File: config.mk
export PLATFORM = sky130hd
export DESIGN_NAME = nib_arb
export DESIGN_NICKNAME = d
export VERILOG_FILES = /design/src/rtl/nib_arb_pkg.sv /design/src/rtl/nib_max4.sv /design/src/rtl/nib_arb.sv
export SDC_FILE = /design/constraint.sdc
export NUM_CORES = 1
export LEC_CHECK = 0
export ABC_CLOCK_PERIOD_IN_PS = 8100
export CAP_MARGIN = 10
export CORE_MARGIN = 1.5
export CORE_UTILIZATION = 55
export DETAILED_ROUTE_END_ITERATION = 10
export PLACE_DENSITY_LB_ADDON = 0.25
export REMOVE_ABC_BUFFERS = 1
export SYNTH_ARGS = -nofsm -noshare
export SYNTH_HDL_FRONTEND = slang
export SYNTH_HIERARCHICAL = 1
export SYNTH_SLANG_ARGS = --single-unit
File: constraint.sdc
create_clock -name clk -period 8.1 [get_ports clk]
set_input_delay 0.81 -clock clk [delete_from_list [all_inputs] [get_ports clk]]
set_output_delay 0.81 -clock clk [all_outputs]
set_load 0.01 [all_outputs]
File: src/rtl/nib_arb_pkg.sv
// Shared types and constants for the nibble-priority arbiter.
// Also holds the saturating effective-priority helper.
package nib_arb_pkg;

  typedef enum logic {IDLE = 1'b0, GRANT = 1'b1} state_t;

  localparam int AGE_W = 4;
  localparam int NIB_W = 4;

  localparam logic [1:0] ID_A = 2'd0;
  localparam logic [1:0] ID_B = 2'd1;
  localparam logic [1:0] ID_C = 2'd2;
  localparam logic [1:0] ID_D = 2'd3;

  // The 5-bit sum keeps the carry so it can be clamped to the nibble maximum.
  function automatic logic [NIB_W-1:0] sat_eff(input logic [NIB_W-1:0] nib,
                                               input logic [AGE_W-1:0] age);
    logic [NIB_W:0] sum;
    sum = {1'b0, nib} + {1'b0, age};
    if (sum[NIB_W]) begin
      sat_eff = 4'd15;
    end else begin
      sat_eff = sum[NIB_W-1:0];
    end
  endfunction

endpackage

File: src/rtl/nib_max4.sv
// Combinational four-way maximum with a rotating tie-break start point.
// Scans upward from i_rr_ptr; a strictly larger value is needed to displace the earlier candidate.
module nib_max4
  import nib_arb_pkg::*;
(
  input  logic [NIB_W-1:0] i_eff_a,
  input  logic [NIB_W-1:0] i_eff_b,
  input  logic [NIB_W-1:0] i_eff_c,
  input  logic [NIB_W-1:0] i_eff_d,
  input  logic [3:0]       i_req,
  input  logic [1:0]       i_rr_ptr,
  output logic [1:0]       o_idx,
  output logic [NIB_W-1:0] o_val,
  output logic             o_any
);

  logic [NIB_W-1:0] w_eff [4];

  assign w_eff[0] = i_eff_a;
  assign w_eff[1] = i_eff_b;
  assign w_eff[2] = i_eff_c;
  assign w_eff[3] = i_eff_d;

  // Rotating scan keeping the first maximum seen
  always_comb begin
    logic [1:0] w_i;
    logic       w_take;
    o_idx  = i_rr_ptr;
    o_val  = 4'd0;
    o_any  = 1'b0;
    w_i    = 2'd0;
    w_take = 1'b0;
    for (int k = 0; k < 4; k++) begin
      w_i    = i_rr_ptr + 2'(k);
      w_take = i_req[w_i] && (!o_any || (w_eff[w_i] > o_val));
      o_idx  = w_take ? w_i : o_idx;
      o_val  = w_take ? w_eff[w_i] : o_val;
      o_any  = o_any || w_take;
    end
  end

endmodule

File: src/rtl/nib_arb.sv
// Four-requester arbiter: largest aged priority nibble wins, with grant hold limit,
// round-robin tie-break and per-requester aging of waiting requesters.
module nib_arb
  import nib_arb_pkg::*;
#(
  parameter int MAX_HOLD   = 8,
  parameter int AGE_PERIOD = 4
) (
  input  logic             clk,
  input  logic             reset_L,
  input  logic [3:0]       req,
  input  logic [NIB_W-1:0] nibble_A,
  input  logic [NIB_W-1:0] nibble_B,
  input  logic [NIB_W-1:0] nibble_C,
  input  logic [NIB_W-1:0] nibble_D,
  input  logic             done,
  output logic [3:0]       gnt,
  output logic [1:0]       id_mayor,
  output logic [NIB_W-1:0] nibble_mayor,
  output logic             gnt_valid,
  output logic             timeout
);

  state_t           r_state;
  logic [7:0]       r_hold_cnt;
  logic [1:0]       r_rr_ptr;
  logic [7:0]       r_wait [4];
  logic [AGE_W-1:0] r_age  [4];
  logic [3:0]       r_gnt;
  logic [1:0]       r_id_mayor;
  logic [NIB_W-1:0] r_nibble_mayor;
  logic             r_gnt_valid;
  logic             r_timeout;

  logic [NIB_W-1:0] w_nib [4];
  logic [NIB_W-1:0] w_eff [4];
  logic [1:0]       w_win_idx;
  logic [NIB_W-1:0] w_win_val;
  logic             w_any;
  logic             w_hold_lim;
  logic             w_req_win;
  logic             w_release;
  logic             w_force;

  assign w_nib[0] = nibble_A;
  assign w_nib[1] = nibble_B;
  assign w_nib[2] = nibble_C;
  assign w_nib[3] = nibble_D;

  // Effective priorities from nibble plus age
  always_comb begin
    for (int i = 0; i < 4; i++) begin
      w_eff[i] = sat_eff(w_nib[i], r_age[i]);
    end
  end

  nib_max4 u_max (
    .i_eff_a  (w_eff[0]),
    .i_eff_b  (w_eff[1]),
    .i_eff_c  (w_eff[2]),
    .i_eff_d  (w_eff[3]),
    .i_req    (req),
    .i_rr_ptr (r_rr_ptr),
    .o_idx    (w_win_idx),
    .o_val    (w_win_val),
    .o_any    (w_any)
  );

  assign w_hold_lim = (r_hold_cnt == 8'(MAX_HOLD - 1));
  assign w_req_win  = req[r_id_mayor];
  assign w_release  = (r_state == GRANT) && (done || !w_req_win || w_hold_lim);
  // A timeout is only flagged when nothing else would have ended the grant.
  assign w_force    = (r_state == GRANT) && w_hold_lim && !done && w_req_win;

  // Grant FSM with registered outputs
  always_ff @(posedge clk) begin
    if (!reset_L) begin
      r_state        <= IDLE;
      r_hold_cnt     <= 8'd0;
      r_rr_ptr       <= 2'd0;
      r_gnt          <= 4'd0;
      r_id_mayor     <= ID_A;
      r_nibble_mayor <= 4'd0;
      r_gnt_valid    <= 1'b0;
      r_timeout      <= 1'b0;
    end else begin
      case (r_state)
        IDLE: begin
          r_timeout <= 1'b0;
          if (w_any) begin
            r_gnt          <= 4'b0001 << w_win_idx;
            r_id_mayor     <= w_win_idx;
            r_nibble_mayor <= w_win_val;
            r_gnt_valid    <= 1'b1;
            r_hold_cnt     <= 8'd0;
            r_state        <= GRANT;
          end else begin
            r_gnt       <= 4'd0;
            r_gnt_valid <= 1'b0;
          end
        end
        GRANT: begin
          if (w_release) begin
            r_gnt       <= 4'd0;
            r_gnt_valid <= 1'b0;
            r_timeout   <= w_force;
            r_rr_ptr    <= r_id_mayor + 2'd1;
            r_state     <= IDLE;
          end else begin
            r_hold_cnt <= r_hold_cnt + 8'd1;
            r_timeout  <= 1'b0;
          end
        end
        default: begin
          r_state     <= IDLE;
          r_gnt       <= 4'd0;
          r_gnt_valid <= 1'b0;
          r_timeout   <= 1'b0;
        end
      endcase
    end
  end

  // Per-requester wait counters and ages; the current holder is frozen until released
  always_ff @(posedge clk) begin
    for (int i = 0; i < 4; i++) begin
      if (!reset_L || !req[i] || (w_release && (r_id_mayor == 2'(i)))) begin
        r_wait[i] <= 8'd0;
        r_age[i]  <= 4'd0;
      end else if (r_gnt[i]) begin
        r_wait[i] <= r_wait[i];
        r_age[i]  <= r_age[i];
      end else if (r_wait[i] == 8'(AGE_PERIOD - 1)) begin
        r_wait[i] <= 8'd0;
        r_age[i]  <= (r_age[i] == 4'd15) ? r_age[i] : r_age[i] + 4'd1;
      end else begin
        r_wait[i] <= r_wait[i] + 8'd1;
        r_age[i]  <= r_age[i];
      end
    end
  end

  assign gnt          = r_gnt;
  assign id_mayor     = r_id_mayor;
  assign nibble_mayor = r_nibble_mayor;
  assign gnt_valid    = r_gnt_valid;
  assign timeout      = r_timeout;

endmodule

==> results.sh, run 1 <==
export IMPL_outcome="finished, final reports clean"
export IMPL_cts_resized=0
export IMPL_dieArea_um2=10500
export IMPL_ys_flop_type="edfxtp_1"
export IMPL_antenna_found_initial=0
export IMPL_setup_viol=0
export IMPL_routed_wirelength_um=12100
export IMPL_dr_pass1_iters=4
export IMPL_grt_busiest_layer="met2"
export IMPL_design_area_um2=6040
export IMPL_fill_cells=851
export IMPL_synth_seq_cells=71
export IMPL_crit_fanout=9
export IMPL_num_vias=4350
export IMPL_p_switching_uw=616
export IMPL_worstMarginPinSlew_ns=0.680
export IMPL_yosys_warnings=6
export IMPL_switching_share_pct=41.4
export IMPL_dpl_hpwl_um=9360
export IMPL_gp_congestion=0.936
export IMPL_max_slew_margin_pct=54.7
export IMPL_die_h_um=103
export IMPL_area_delta_synth_final_pct=10.8
export IMPL_rr_worst_depth=28
export IMPL_r2r_start="r_age[3][0]$_SDFFCE_PN0P_"
export IMPL_timing_final_crit_share_pct=85.8
export IMPL_grt_util_met1_pct=32.5
export IMPL_hold_ws_ns=0.466
export IMPL_core_area_um2=9680
export IMPL_layout_min_cycle_time_ns=6.95
export IMPL_grt_max_degree=27
export IMPL_netlist_area_um2=5450
export IMPL_finalHoldViolations=0
export IMPL_cts_tree="done"
export IMPL_critPathKind="in2reg"
export IMPL_clock_path_buffers=2
export IMPL_cts_hold_buf=0
export IMPL_drv_slew=0
export IMPL_r2r_end="gnt[1]$_SDFFE_PN0P_"
export IMPL_cts_buffers=9
export IMPL_p_clk_share_pct=16.2
export IMPL_grt_pass1_wl_um=19700
export IMPL_intPower_uw=874
export IMPL_p_seq_share_pct=34.1
export IMPL_ys_seq_area_share_pct=34.9
export IMPL_total_power_uw=1490
export IMPL_wl_per_cell_um=16.2
export IMPL_worst_setup_path_start_kind="input pin"
export IMPL_async_flop_share_pct=0
export IMPL_cap_violations=0
export IMPL_io_buffers=34
export IMPL_pre_cts_slack_ns=0.948
export IMPL_synth_cells=580
export IMPL_rrSetupSlack_ns=1.62
export IMPL_worst_ep_arrival_time_ns=7.21
export IMPL_end_kind="flip-flop"
export IMPL_synth_top_cell_area_share_pct=26.4
export IMPL_nets=679
export IMPL_met3_usage_pct=4.00
export IMPL_leakage_uw=0.00234
export IMPL_dieWidth_um=103
export IMPL_holdCritPathClass="reg2reg"
export IMPL_crit_path_top_delay_cell="clkdlybuf4s50_1"
export IMPL_whs_path_depth=2
export IMPL_fin_ws_ns=1.15
export IMPL_drt_iter0_markers=193
export IMPL_gr_usage_all_layers_pct=24.2
export IMPL_ir_drop_uv=187
export IMPL_hold_start="gnt_valid$_SDFFE_PN0P_"
export IMPL_clkTransAtPathRegs_ns=0.07
export IMPL_grt_ovfl_total=0
export IMPL_placed_area_um2=5880
export IMPL_syn_area_per_cell_um2=9.40
export IMPL_rows=36
export IMPL_post_cts_buffers=0
export IMPL_drc=0
export IMPL_diodes=0
export IMPL_grt_pass1_vias=4093
export IMPL_ios=35
export IMPL_cts_sinks=71
export IMPL_fin_setup_tns_ns=0
export IMPL_initial_core_util_pct=56.3
export IMPL_synth_edf_count=48
export IMPL_grt_use_met2_pct=40.6
export IMPL_htree_num_levels=3
export IMPL_rsz0062_at_grt="false"
export IMPL_skew_ns=0.00992
export IMPL_worstPathRequired_ns=8.36
export IMPL_fmax_mhz=144
export IMPL_synth_area_leaders="edfxtp_1 (26%), ha_1 (9.4%), dfxtp_1 (8.4%)"
export IMPL_drive_gt1_share_pct=7.95
export IMPL_worst_skew_pair_late_latency_ns=0.35
export IMPL_whs_endpoint="gnt_valid$_SDFFE_PN0P_"
export IMPL_root_buffer="clkbuf_8"
export IMPL_powerDensity_nw_per_um2=247
export IMPL_slowest_delay_ns=0.46
export IMPL_ys_types=65
export IMPL_synth_top_area_cell="edfxtp_1"
export IMPL_p_comb_share_pct=49.8
export IMPL_final_antenna_net_count=0
export IMPL_vias_per_cell=5.81
registers in the layout, summed over array words and instances (netlist names), 2 cells and up:
name / count
gnt: 4
id_mayor: 2
nibble_mayor: 4
r_age: 16
r_hold_cnt: 8
r_rr_ptr: 2
r_wait: 32
synthesized netlist by cell type, types with 4 or more instances:
master	number
a211oi_1	4
a21boi_0	4
a21oi_1	26
a31oi_1	6
and3_1	14
buf_2	4
clkbuf_1	8
dfxtp_1	23
edfxtp_1	48
fa_1	4
ha_1	41
inv_1	33
mux2_2	7
mux2i_1	13
mux4_2	7
nand2_1	78
nand2b_1	11
nand3_1	23
nand4_1	7
nor2_1	67
nor2b_1	10
nor3_1	6
o211ai_1	9
o21ai_0	14
o21ai_1	5
o22ai_1	7
or3_1	5
xnor2_1	16
xor2_1	19
per-stage QoR:
step | utilization, % | instances
4_1_cts | 62.4 | 749
2_1_floorplan | - | 563
5_1_grt | 62.4 | 749
6_report | 62.4 | 749
3_3_place_gp | 60.7 | 733
3_5_place_dp | 60.7 | 733
cells by family (layout without fill, tap and decap cells):
logic type                 after synthesis  in the layout  synth area share, %
adders and majority gates               45             45                 10.9
buffers and inverters                   50             86                 4.09
xor gates and xnor gates                35             35                 5.62
and+or+nand+nor                        241            241                 21.3
muxes                                   30             30                 8.10
AOI/OAI and AO/OA                      108            108                 15.1
DFF                                     71             71                 34.9
how the worst max path moves through the flow:
stage	start	cells after the start	to
after floorplan	nibble_D[0]	28	gnt[2]$_SDFFE_PN0P_
after global placement	nibble_B[0]	31	gnt[2]$_SDFFE_PN0P_
after detailed placement	nibble_A[0]	31	gnt[1]$_SDFFE_PN0P_
after CTS	nibble_A[0]	31	gnt[1]$_SDFFE_PN0P_
after global routing	nibble_A[0]	32	gnt[1]$_SDFFE_PN0P_
final	nibble_A[0]	31	gnt[1]$_SDFFE_PN0P_
per-layer routing:
metal  part of all wire, %  vias up
li1                      -     2176
met1                    46     2090
met2                    49       78
met3                   3.3        6
met4                  0.97        0
met5                     0        -
power groups by stage:
stage               Combinational, µW  Clock (µW)  Sequential [µW]
detailed placement                730           0              515
floorplan                         529           0              513
global route                      821         264              516
finish                            742         241              508
CTS                               736         248              507
global placement                  712           0              512
placed cells by master, fill, tap and decap left out, drive strengths merged, types with 16 or more instances in the layout:
master,n
a21oi,26
clkdlybuf4s50,34
dfxtp,23
edfxtp,48
ha,41
inv,33
nand2,78
nand3,23
nor2,68
o21ai,23
xnor2,16
xor2,19
layout make-up:
cell class	instances	area [µm²]	area share [%]
clock buffer	12	135	2.24
clock inverter	4	23.8	0.394
inverter	33	124	2.05
multi-input combinational	459	3330	55.1
sequential	71	1900	31.5
tap	133	166	2.76
timing repair buffer	37	363	6.01
critical path, delay by kind of cell:
family,cells,cell delay (ns)
mux,1,0.11
simple gates,9,1.25
xor+xnor,1,0.31
buf+inv,2,0.51
compound gates,13,2.80
fa+ha+maj,5,1.45
(Power assumes the default switching activity.)
==> run 2, diff against run 1 <==
SLEW_MARGIN = 0   (was unset)
==> results of run 2 <==
Final layout, timing and power as in run 1 (identical DEF).
==> run 3, diff against run 2 <==
CAP_MARGIN = unset   (was 10)
==> results of run 3 <==
Final layout, timing and power as in run 1 (identical DEF).
